[config.mk]
export PLATFORM = sky130hd
export DESIGN_NAME = id_ex_pipe_reg_flat
export DESIGN_NICKNAME = d
export VERILOG_FILES = /design/src/rtl/id_ex_pipe_reg_if.sv /design/src/rtl/id_ex_pipe_reg.sv /design/src/flat_wrapper.sv
export SDC_FILE = /design/constraint.sdc
export NUM_CORES = 1
export LEC_CHECK = 0
export CAP_MARGIN = 40
export CORE_AREA = 2 2 227 229
export CTS_CLUSTER_DIAMETER = 50
export DETAILED_ROUTE_END_ITERATION = 10
export DIE_AREA = 0 0 229 231
export PLACE_DENSITY = 0.57
export REMOVE_ABC_BUFFERS = 1
export SLEW_MARGIN = 20
export SYNTH_ARGS = -nofsm -noshare
export SYNTH_HDL_FRONTEND = slang
export SYNTH_SLANG_ARGS = --single-unit
[constraint.sdc]
create_clock -name clk -period 2.3 [get_ports clk]
set_input_delay 0.575 -clock clk [delete_from_list [all_inputs] [get_ports clk]]
set_output_delay 0.575 -clock clk [all_outputs]
set_load 0.1 [all_outputs]
[src/rtl/id_ex_pipe_reg_if.sv]
// ID -> ID/EX -> EX bundle: decode-side inputs, EX-side registered outputs and the
// stage handshake. "master" drives the decode fields and EX acceptance, "slave" is the register.
interface id_ex_pipe_reg_if #(
  parameter int unsigned XLEN   = 64,
  parameter int unsigned IMM_W  = 32,
  parameter int unsigned RA_W   = 5,
  parameter int unsigned ALUC_W = 10
);
  logic              in_valid;
  logic              in_ready;
  logic              out_valid;
  logic              out_ready;
  logic              flush;

  logic [XLEN-1:0]   pc_in;
  logic [XLEN-1:0]   read_data1_in;
  logic [XLEN-1:0]   read_data2_in;
  logic [IMM_W-1:0]  imm_val_in;
  logic [RA_W-1:0]   write_reg_in;
  logic [RA_W-1:0]   rs1_in;
  logic [RA_W-1:0]   rs2_in;
  logic [ALUC_W-1:0] alu_control_in;
  logic [1:0]        alu_op_in;
  logic              alusrc_in;
  logic              branch_in;
  logic              memwrite_in;
  logic              memread_in;
  logic              memtoreg_in;
  logic              regwrite_in;

  logic [XLEN-1:0]   pc_out;
  logic [XLEN-1:0]   read_data1_out;
  logic [XLEN-1:0]   read_data2_out;
  logic [XLEN-1:0]   imm_val_out;
  logic [RA_W-1:0]   write_reg_out;
  logic [RA_W-1:0]   rs1_out;
  logic [RA_W-1:0]   rs2_out;
  logic [ALUC_W-1:0] alu_control_out;
  logic [1:0]        alu_op_out;
  logic              alusrc_out;
  logic              branch_out;
  logic              memwrite_out;
  logic              memread_out;
  logic              memtoreg_out;
  logic              regwrite_out;

  logic              hazard_stall;
  logic [31:0]       bubble_cnt;

  modport master (
    output in_valid, out_ready, flush,
    output pc_in, read_data1_in, read_data2_in, imm_val_in,
    output write_reg_in, rs1_in, rs2_in, alu_control_in, alu_op_in,
    output alusrc_in, branch_in, memwrite_in, memread_in, memtoreg_in, regwrite_in,
    input  in_ready, out_valid, hazard_stall, bubble_cnt,
    input  pc_out, read_data1_out, read_data2_out, imm_val_out,
    input  write_reg_out, rs1_out, rs2_out, alu_control_out, alu_op_out,
    input  alusrc_out, branch_out, memwrite_out, memread_out, memtoreg_out, regwrite_out
  );

  modport slave (
    input  in_valid, out_ready, flush,
    input  pc_in, read_data1_in, read_data2_in, imm_val_in,
    input  write_reg_in, rs1_in, rs2_in, alu_control_in, alu_op_in,
    input  alusrc_in, branch_in, memwrite_in, memread_in, memtoreg_in, regwrite_in,
    output in_ready, out_valid, hazard_stall, bubble_cnt,
    output pc_out, read_data1_out, read_data2_out, imm_val_out,
    output write_reg_out, rs1_out, rs2_out, alu_control_out, alu_op_out,
    output alusrc_out, branch_out, memwrite_out, memread_out, memtoreg_out, regwrite_out
  );
endinterface

[src/rtl/id_ex_pipe_reg.sv]
// ID/EX pipeline register with load-use bubble insertion, flush squash and EX backpressure.
// Define ID_EX_PERF_CNT_EN to build the bubble counter; otherwise bubble_cnt is tied to 0.
module id_ex_pipe_reg #(
  parameter int unsigned XLEN   = 64,
  parameter int unsigned IMM_W  = 32,
  parameter int unsigned RA_W   = 5,
  parameter int unsigned ALUC_W = 10
) (
  input logic             clk,
  input logic             rst,
  id_ex_pipe_reg_if.slave bus
);

  typedef struct packed {
    logic       alusrc;
    logic       branch;
    logic       memwrite;
    logic       memread;
    logic       memtoreg;
    logic       regwrite;
    logic [1:0] alu_op;
  } ctrl_t;

  logic              valid_q;
  ctrl_t             ctrl_q;
  ctrl_t             ctrl_in;
  logic [XLEN-1:0]   pc_q;
  logic [XLEN-1:0]   rd1_q;
  logic [XLEN-1:0]   rd2_q;
  logic [XLEN-1:0]   imm_q;
  logic [RA_W-1:0]   wr_q;
  logic [RA_W-1:0]   rs1_q;
  logic [RA_W-1:0]   rs2_q;
  logic [ALUC_W-1:0] aluc_q;

  logic              advance;
  logic              hazard;
  logic [XLEN-1:0]   imm_ext;

  always_comb begin
    advance = bus.out_ready | ~valid_q;
    // A write_reg of 0 never matches, so x0 sources cannot stall.
    hazard  = bus.in_valid & valid_q & ctrl_q.memread & (wr_q != '0) &
              ((wr_q == bus.rs1_in) | (wr_q == bus.rs2_in));
    imm_ext = XLEN'($signed(bus.imm_val_in));
    ctrl_in = '{alusrc:   bus.alusrc_in,
                branch:   bus.branch_in,
                memwrite: bus.memwrite_in,
                memread:  bus.memread_in,
                memtoreg: bus.memtoreg_in,
                regwrite: bus.regwrite_in,
                alu_op:   bus.alu_op_in};
  end

  always_ff @(posedge clk or negedge rst) begin
    if (!rst) begin
      valid_q <= 1'b0;
      ctrl_q  <= '0;
      pc_q    <= '0;
      rd1_q   <= '0;
      rd2_q   <= '0;
      imm_q   <= '0;
      wr_q    <= '0;
      rs1_q   <= '0;
      rs2_q   <= '0;
      aluc_q  <= '0;
    end else if (bus.flush) begin
      valid_q <= 1'b0;
      ctrl_q  <= '0;
    end else if (advance) begin
      // Bubble and empty-slot cases both clear control but keep the datapath fields.
      if (hazard || !bus.in_valid) begin
        valid_q <= 1'b0;
        ctrl_q  <= '0;
      end else begin
        valid_q <= 1'b1;
        ctrl_q  <= ctrl_in;
        pc_q    <= bus.pc_in;
        rd1_q   <= bus.read_data1_in;
        rd2_q   <= bus.read_data2_in;
        imm_q   <= imm_ext;
        wr_q    <= bus.write_reg_in;
        rs1_q   <= bus.rs1_in;
        rs2_q   <= bus.rs2_in;
        aluc_q  <= bus.alu_control_in;
      end
    end
  end

`ifdef ID_EX_PERF_CNT_EN
  logic [31:0] bubble_q;

  always_ff @(posedge clk or negedge rst) begin
    if (!rst) begin
      bubble_q <= '0;
    end else if (!bus.flush && advance && hazard) begin
      bubble_q <= bubble_q + 32'd1;
    end
  end

  assign bus.bubble_cnt = bubble_q;
`else
  assign bus.bubble_cnt = '0;
`endif

  assign bus.in_ready        = advance & ~hazard & ~bus.flush;
  assign bus.hazard_stall    = hazard;
  assign bus.out_valid       = valid_q;
  assign bus.pc_out          = pc_q;
  assign bus.read_data1_out  = rd1_q;
  assign bus.read_data2_out  = rd2_q;
  assign bus.imm_val_out     = imm_q;
  assign bus.write_reg_out   = wr_q;
  assign bus.rs1_out         = rs1_q;
  assign bus.rs2_out         = rs2_q;
  assign bus.alu_control_out = aluc_q;
  assign bus.alu_op_out      = ctrl_q.alu_op;
  assign bus.alusrc_out      = ctrl_q.alusrc;
  assign bus.branch_out      = ctrl_q.branch;
  assign bus.memwrite_out    = ctrl_q.memwrite;
  assign bus.memread_out     = ctrl_q.memread;
  assign bus.memtoreg_out    = ctrl_q.memtoreg;
  assign bus.regwrite_out    = ctrl_q.regwrite;

endmodule

[src/flat_wrapper.sv]
// flat-port wrapper written by rule: the top's interface ports become plain ports
module id_ex_pipe_reg_flat 
#(
  parameter int unsigned XLEN   = 64,
  parameter int unsigned IMM_W  = 32,
  parameter int unsigned RA_W   = 5,
  parameter int unsigned ALUC_W = 10
)
  (clk, rst, bus_in_valid, bus_out_ready, bus_flush, bus_pc_in, bus_read_data1_in, bus_read_data2_in, bus_imm_val_in, bus_write_reg_in, bus_rs1_in, bus_rs2_in, bus_alu_control_in, bus_alu_op_in, bus_alusrc_in, bus_branch_in, bus_memwrite_in, bus_memread_in, bus_memtoreg_in, bus_regwrite_in, bus_in_ready, bus_out_valid, bus_hazard_stall, bus_bubble_cnt, bus_pc_out, bus_read_data1_out, bus_read_data2_out, bus_imm_val_out, bus_write_reg_out, bus_rs1_out, bus_rs2_out, bus_alu_control_out, bus_alu_op_out, bus_alusrc_out, bus_branch_out, bus_memwrite_out, bus_memread_out, bus_memtoreg_out, bus_regwrite_out);
  id_ex_pipe_reg_if #(.XLEN(XLEN), .IMM_W(IMM_W), .RA_W(RA_W), .ALUC_W(ALUC_W)) bus_i ();
  input logic clk;
  input logic rst;
  input wire logic [$bits(bus_i.in_valid)-1:0] bus_in_valid;
  input wire logic [$bits(bus_i.out_ready)-1:0] bus_out_ready;
  input wire logic [$bits(bus_i.flush)-1:0] bus_flush;
  input wire logic [$bits(bus_i.pc_in)-1:0] bus_pc_in;
  input wire logic [$bits(bus_i.read_data1_in)-1:0] bus_read_data1_in;
  input wire logic [$bits(bus_i.read_data2_in)-1:0] bus_read_data2_in;
  input wire logic [$bits(bus_i.imm_val_in)-1:0] bus_imm_val_in;
  input wire logic [$bits(bus_i.write_reg_in)-1:0] bus_write_reg_in;
  input wire logic [$bits(bus_i.rs1_in)-1:0] bus_rs1_in;
  input wire logic [$bits(bus_i.rs2_in)-1:0] bus_rs2_in;
  input wire logic [$bits(bus_i.alu_control_in)-1:0] bus_alu_control_in;
  input wire logic [$bits(bus_i.alu_op_in)-1:0] bus_alu_op_in;
  input wire logic [$bits(bus_i.alusrc_in)-1:0] bus_alusrc_in;
  input wire logic [$bits(bus_i.branch_in)-1:0] bus_branch_in;
  input wire logic [$bits(bus_i.memwrite_in)-1:0] bus_memwrite_in;
  input wire logic [$bits(bus_i.memread_in)-1:0] bus_memread_in;
  input wire logic [$bits(bus_i.memtoreg_in)-1:0] bus_memtoreg_in;
  input wire logic [$bits(bus_i.regwrite_in)-1:0] bus_regwrite_in;
  output wire logic [$bits(bus_i.in_ready)-1:0] bus_in_ready;
  output wire logic [$bits(bus_i.out_valid)-1:0] bus_out_valid;
  output wire logic [$bits(bus_i.hazard_stall)-1:0] bus_hazard_stall;
  output wire logic [$bits(bus_i.bubble_cnt)-1:0] bus_bubble_cnt;
  output wire logic [$bits(bus_i.pc_out)-1:0] bus_pc_out;
  output wire logic [$bits(bus_i.read_data1_out)-1:0] bus_read_data1_out;
  output wire logic [$bits(bus_i.read_data2_out)-1:0] bus_read_data2_out;
  output wire logic [$bits(bus_i.imm_val_out)-1:0] bus_imm_val_out;
  output wire logic [$bits(bus_i.write_reg_out)-1:0] bus_write_reg_out;
  output wire logic [$bits(bus_i.rs1_out)-1:0] bus_rs1_out;
  output wire logic [$bits(bus_i.rs2_out)-1:0] bus_rs2_out;
  output wire logic [$bits(bus_i.alu_control_out)-1:0] bus_alu_control_out;
  output wire logic [$bits(bus_i.alu_op_out)-1:0] bus_alu_op_out;
  output wire logic [$bits(bus_i.alusrc_out)-1:0] bus_alusrc_out;
  output wire logic [$bits(bus_i.branch_out)-1:0] bus_branch_out;
  output wire logic [$bits(bus_i.memwrite_out)-1:0] bus_memwrite_out;
  output wire logic [$bits(bus_i.memread_out)-1:0] bus_memread_out;
  output wire logic [$bits(bus_i.memtoreg_out)-1:0] bus_memtoreg_out;
  output wire logic [$bits(bus_i.regwrite_out)-1:0] bus_regwrite_out;
  assign bus_i.in_valid = bus_in_valid;
  assign bus_i.out_ready = bus_out_ready;
  assign bus_i.flush = bus_flush;
  assign bus_i.pc_in = bus_pc_in;
  assign bus_i.read_data1_in = bus_read_data1_in;
  assign bus_i.read_data2_in = bus_read_data2_in;
  assign bus_i.imm_val_in = bus_imm_val_in;
  assign bus_i.write_reg_in = bus_write_reg_in;
  assign bus_i.rs1_in = bus_rs1_in;
  assign bus_i.rs2_in = bus_rs2_in;
  assign bus_i.alu_control_in = bus_alu_control_in;
  assign bus_i.alu_op_in = bus_alu_op_in;
  assign bus_i.alusrc_in = bus_alusrc_in;
  assign bus_i.branch_in = bus_branch_in;
  assign bus_i.memwrite_in = bus_memwrite_in;
  assign bus_i.memread_in = bus_memread_in;
  assign bus_i.memtoreg_in = bus_memtoreg_in;
  assign bus_i.regwrite_in = bus_regwrite_in;
  assign bus_in_ready = bus_i.in_ready;
  assign bus_out_valid = bus_i.out_valid;
  assign bus_hazard_stall = bus_i.hazard_stall;
  assign bus_bubble_cnt = bus_i.bubble_cnt;
  assign bus_pc_out = bus_i.pc_out;
  assign bus_read_data1_out = bus_i.read_data1_out;
  assign bus_read_data2_out = bus_i.read_data2_out;
  assign bus_imm_val_out = bus_i.imm_val_out;
  assign bus_write_reg_out = bus_i.write_reg_out;
  assign bus_rs1_out = bus_i.rs1_out;
  assign bus_rs2_out = bus_i.rs2_out;
  assign bus_alu_control_out = bus_i.alu_control_out;
  assign bus_alu_op_out = bus_i.alu_op_out;
  assign bus_alusrc_out = bus_i.alusrc_out;
  assign bus_branch_out = bus_i.branch_out;
  assign bus_memwrite_out = bus_i.memwrite_out;
  assign bus_memread_out = bus_i.memread_out;
  assign bus_memtoreg_out = bus_i.memtoreg_out;
  assign bus_regwrite_out = bus_i.regwrite_out;
  id_ex_pipe_reg #(.XLEN(XLEN), .IMM_W(IMM_W), .RA_W(RA_W), .ALUC_W(ALUC_W)) u_core (.clk(clk), .rst(rst), .bus(bus_i));
endmodule
; Word-level counts from Yosys, hierarchy flattened
; Cells that the tools add are included.
[totals]
register_bits = 258
elab_cells = 41
[classes]
eq_ne = 2
n_mux = 6
bitwise_logic = 12
reduce_logical = 5
[op_table]
columns = op, n
row1 = $mux W8, 3
row2 = $eq A5 B5 Y1, 2
row3 = $and A1 B1 Y1, 6
row4 = $reduce_bool A5 Y1, 1
row5 = $not A1 Y1, 4
row6 = $mux W1, 3
row7 = $reduce_and A3 Y1, 1
row8 = $or A1 B1 Y1, 2
row9 = $reduce_bool A2 Y1, 1
row10 = $logic_not A1 Y1, 1
row11 = $logic_or A1 B1 Y1, 1

; Depth between registers and ports, before layout
[depth]
ltp_word = 8
mapped_depth = 8
ltp_nobuf = 5

; Least setup slack after synthesis
; OpenSTA, ideal clock, no wires.
[synth_path]
kind = flip-flop to output port
start = register u_core.wr_q[1] (netlist: u_core.bus.write_reg_out[1])
end = output port bus_in_ready
t_arrival_ns = 4.374
setup_slack_ns = -2.649
path_stages_with_launch = 5
path_buffers = 0
path_cell_list = dfrtp_1 -> or4_1 -> o2111ai_2 -> nor2_1 -> nor3b_1
[synth_via]
elab_chain_cells = 6
word_cells_on_any_way = 9
[synth_rtl]
columns = element, line
row1 = from (decl), id_ex_pipe_reg.sv:31  ; logic [RA_W-1:0] wr_q;
row2 = from (signal assigned), id_ex_pipe_reg.sv:82  ; wr_q <= bus.write_reg_in;
row3 = $eq A5 B5 Y1 / $reduce_bool A5 Y1 (equally long branches), "id_ex_pipe_reg.sv:44, id_ex_pipe_reg.sv:43"
row4 = $or A1 B1 Y1 / $and A1 B1 Y1 (equally long branches), "id_ex_pipe_reg.sv:44, id_ex_pipe_reg.sv:43"
row5 = $and A1 B1 Y1 (*), id_ex_pipe_reg.sv:43  ; hazard = bus.in_valid & valid_q & ctrl_q.memread & (wr_q != '0) &
row6 = named net bus_hazard_stall, flat_wrapper.sv:33  ; output wire logic [$bits(bus_i.hazard_stall)-1:0] bus_hazard_stall;
row7 = $not A1 Y1 (*), id_ex_pipe_reg.sv:106  ; assign bus.in_ready = advance & ~hazard & ~bus.flush;
row8 = $and A1 B1 Y1 (*) (2 in series), id_ex_pipe_reg.sv:106
row9 = to (decl), flat_wrapper.sv:31  ; output wire logic [$bits(bus_i.in_ready)-1:0] bus_in_ready;
; Mark *: on every way through the listed nets, which the timed path passes. The rest lies on a longest branch.

; Worst setup path after layout
[layout_path]
start = register u_core.wr_q[3] (netlist: u_core.bus.write_reg_out[3])
end = output port bus_in_ready
[layout_via]
elab_chain_cells = 6
word_cells_on_any_way = 9
[layout_rtl]
columns = element, line
row1 = $eq A5 B5 Y1 / $reduce_bool A5 Y1 (equally long branches), "id_ex_pipe_reg.sv:44, id_ex_pipe_reg.sv:43"
row2 = $or A1 B1 Y1 / $and A1 B1 Y1 (equally long branches), "id_ex_pipe_reg.sv:44, id_ex_pipe_reg.sv:43"
row3 = $and A1 B1 Y1 (*), id_ex_pipe_reg.sv:43
row4 = $not A1 Y1 (*), id_ex_pipe_reg.sv:106
row5 = $and A1 B1 Y1 (*) (2 in series), id_ex_pipe_reg.sv:106
; Mark *: on every way between the ends. The rest lies on a longest branch, timed or not.

==> out/qor.yml <==
setup_path:
  critPathMaxStageDelay_ns: 0.56
  rr_worst_depth: 9
  start_kind: "flip-flop"
  required_ns: 1.73
  worstSetupEndpointType: "output port"
  critPathArrivalTime_ns: 2.20
  crit_fanout: 2
  reg2reg_setup_slack_ns: -0.47
  critPathKind: "flip-flop to output port"
  critPathLaunch: "u_core.bus.write_reg_out[3]"
  timing.rr.start: "u_core.bus.write_reg_out[3]"
  cpMaxStageDelayCell: "or4_4"
  crit_chain: "or4_4 -> o2111ai_4 -> nor2_4 -> nor3b_4 -> buf_12"
yosys:
  yosys_warnings: 0
  synth-edff-count: 0
  async_reset_ff_frac: 1.00
  yosys_register_bits: 258
  yosysTopAreaCell: "dfrtp_1"
  netlist_area_um2: 11300
  synthTopCellsByCount: "258 x dfrtp_1, 200 x mux2_4, 67 x buf_4, 47 x mux2_2, 22 x buf_12"
  synthFlopType: "dfrtp_1"
  synth.area.top_cells: "dfrtp_1 57%, mux2_4 27%, mux2_2 4.7%"
  ys_types: 20
  yosysTopAreaCellShare: 0.574
  yosysMostFrequentCell: "dfrtp_1"
  syn_inst: 633
  ys_seq_area_frac: 0.574
  syn_area_per_cell_um2: 17.8
power:
  pwr-share-clk: 0.251
  fin_total_pwr_mw: 22.7
  swShare: 0.469
  sequentialPowerShare: 0.257
  powerDensity_nw_per_um2: 1160
  p_leak_nw: 9.00
  pwr-share-comb: 0.493
  peakVddDrop_v: 0.000794
  netSwitchingPower_mw: 10.7
  p_int_mw: 12.1
global_routing:
  grt_max_degree: 69
  overflow: 0
  antenna_found_initial: 1
  first_global_vias: 8488
  grt_pass1_wl_mm: 52.5
  grt_usage: 0.129
die:
  row_count: 83
  die_area_um2: 52900
  fp.dieW_um: 229
  io_pins: 586
  core_area_um2: 50700
  start_util: 0.222
  die_h_um: 231
timing:
  max_freq_ghz: 0.360
  fin_ws_ns: -0.479
  min_period_over_period: 1.21
  skew_ns: 0.0130
  whs_ns: 0.0497
  hold_viol: 0
  final_max_slew_viol_count: 0
  fin_crit_ns: 2.78
  fin_tns_setup_ns: -79.43
  setup_viol: 260
  grt_setup_unrepaired: "true"
  relSlewSlack: 0.567
  worst_pin_slew_ns: 0.649
cts:
  clk_pin_slew_worst_paths_ns: 0.06
  clock_latency_ns: 0.53
  cts_made_buffers: 37
  cts_sinks: 258
  cts_hold_buf: 0
  clk_path_buf_depth: 3
  htree_num_levels: 2
  cts_tree: "built"
  cts-root-buf: "clkbuf_16"
route:
  vias: 7517
  vias_per_cell: 3.82
  drt.antenna.violating_nets: 0
  routedWlPerCell_um: 17.5
  routed_wl_mm: 34.4
  drc: 0
  first_iter_violations: 237
  dr.pass1.iters: 4
job:
  max_cap_violations: 0
status:
  violations: "setup timing"
  status: "finished with violations"
finish:
  final_util: 0.387
  drive_gt1_frac: 0.551
  area_growth_pct: 74.3
  fin_nets: 1521
  diodes: 0
hold_path:
  min_path_type: "input port to async pin"
placement:
  gp_congestion: 0.771
  dp_hpwl_mm: 24.1
  portBuffers: 553
placed cells by master (no fill, tap or decap), types with 2 or more instances in the layout:
cell / synthesis / final
xor2_2: 0 / 2
clkbuf_16: 0 / 39
clkbuf_8: 0 / 5
mux2_4: 200 / 200
nor3_2: 0 / 2
bufbuf_16: 0 / 11
a22o_1: 8 / 8
xor2_1: 10 / 8
buf_16: 0 / 22
buf_8: 0 / 5
clkinvlp_4: 0 / 5
clkbuf_1: 0 / 6
clkinv_2: 0 / 6
mux2_2: 47 / 47
buf_6: 4 / 5
buf_12: 22 / 61
dfrtp_1: 258 / 258
nor2_2: 0 / 2
inv_6: 0 / 2
mux2_1: 2 / 2
clkdlybuf4s50_1: 0 / 260
buf_4: 67 / 285
bufinv_16: 0 / 3
conb_1: 1 / 32
through the flow:
stage / worst slack (ns) / std cells / area (µm²)
final: -0.479 / 1966 / 19600
after global routing: -0.575 / 1966 / 19600
after CTS: -0.567 / 1960 / 19500
after detailed placement: -0.635 / 1846 / 17000
after global placement: -0.650 / 1846 / 17000
after floorplan: -20.00 / 571 / 10400
per-layer routing:
| layer | up-vias | GRT usage | part of all wire |
|---|---|---|---|
| met5 | - | 0 | 0 |
| met4 | 0 | 0.0438 | 0.024 |
| met1 | 3726 | 0.150 | 0.39 |
| li1 | 3385 | - | - |
| met2 | 350 | 0.219 | 0.50 |
| met3 | 56 | 0.0456 | 0.087 |
power by group through the flow:
stage | Sequential, mW | Clock (mW) | Combinational (mW)
6_report | 5.83 | 5.70 | 11.2
5_1_grt | 5.93 | 6.10 | 11.5
4_1_cts | 5.84 | 5.90 | 11.2
3_5_place_dp | 5.87 | 0 | 10.9
3_3_place_gp | 5.87 | 0 | 10.9
2_1_floorplan | 11.8 | 0 | 1.82
final timing paths:
path / endpoint
min reg2reg: u_core.bus.memtoreg_out
max reg2reg: u_core.bus.read_data1_out[34]
min: u_core.bus.read_data2_out[41]
max in group asynchronous: u_core.bus.read_data1_out[48]
min in group clk: u_core.bus.memtoreg_out
max: bus_in_ready
registers in the layout, summed over array words and instances (netlist names):
register / cells
u_core.bus.pc_out: 64
u_core.bus.read_data1_out: 64
u_core.bus.read_data2_out: 64
u_core.bus.imm_val_out: 32
u_core.bus.alu_control_out: 10
u_core.bus.rs1_out: 5
u_core.bus.rs2_out: 5
u_core.bus.write_reg_out: 5
u_core.bus.alu_op_out: 2
u_core.bus.alusrc_out: 1
u_core.bus.branch_out: 1
u_core.bus.memread_out: 1
u_core.bus.memtoreg_out: 1
u_core.bus.memwrite_out: 1
u_core.bus.out_valid: 1
u_core.bus.regwrite_out: 1
logic make-up (layout without fill, tap and decap cells):
logic type,after synthesis,after routing,share of synthesized area
buffers and inverters,94,716,0.0882
and+or+nand+nor,10,10,0.00467
xor gates and xnor gates,10,10,0.00778
muxes,249,249,0.316
DFF,258,258,0.574
AOI/OAI and AO/OA,11,11,0.00923
other,1,32,0.000333
critical path, delay by kind of cell (launching register included):
family / cells / cell delay [ns]
DFF: 1 / 0.38
and+or+nand+nor: 3 / 0.84
AOI/OAI and AO/OA: 1 / 0.24
buffers and inverters: 1 / 0.20
area by class of cell:
| cell class | instances | area (µm²) |
|---|---|---|
| clock inverters | 16 | 175 |
| repair buffers | 649 | 7060 |
| clock buffers | 50 | 1070 |
| well taps | 680 | 851 |
| fillers | 4819 | 31100 |
| inverters | 1 | 3.75 |
| flip-flops and latches | 258 | 6460 |
| multi-input cells | 312 | 4000 |
timing repair:
action | 4_1_cts | 5_1_grt
resized for setup | 63 | 10
pin swaps | 6 | 4
cloned | 25 | 0
endpoints found under the setup margin | 234 | 260
buffers inserted | 25 | 7
Note: power is estimated with default switching activity, not from simulation.
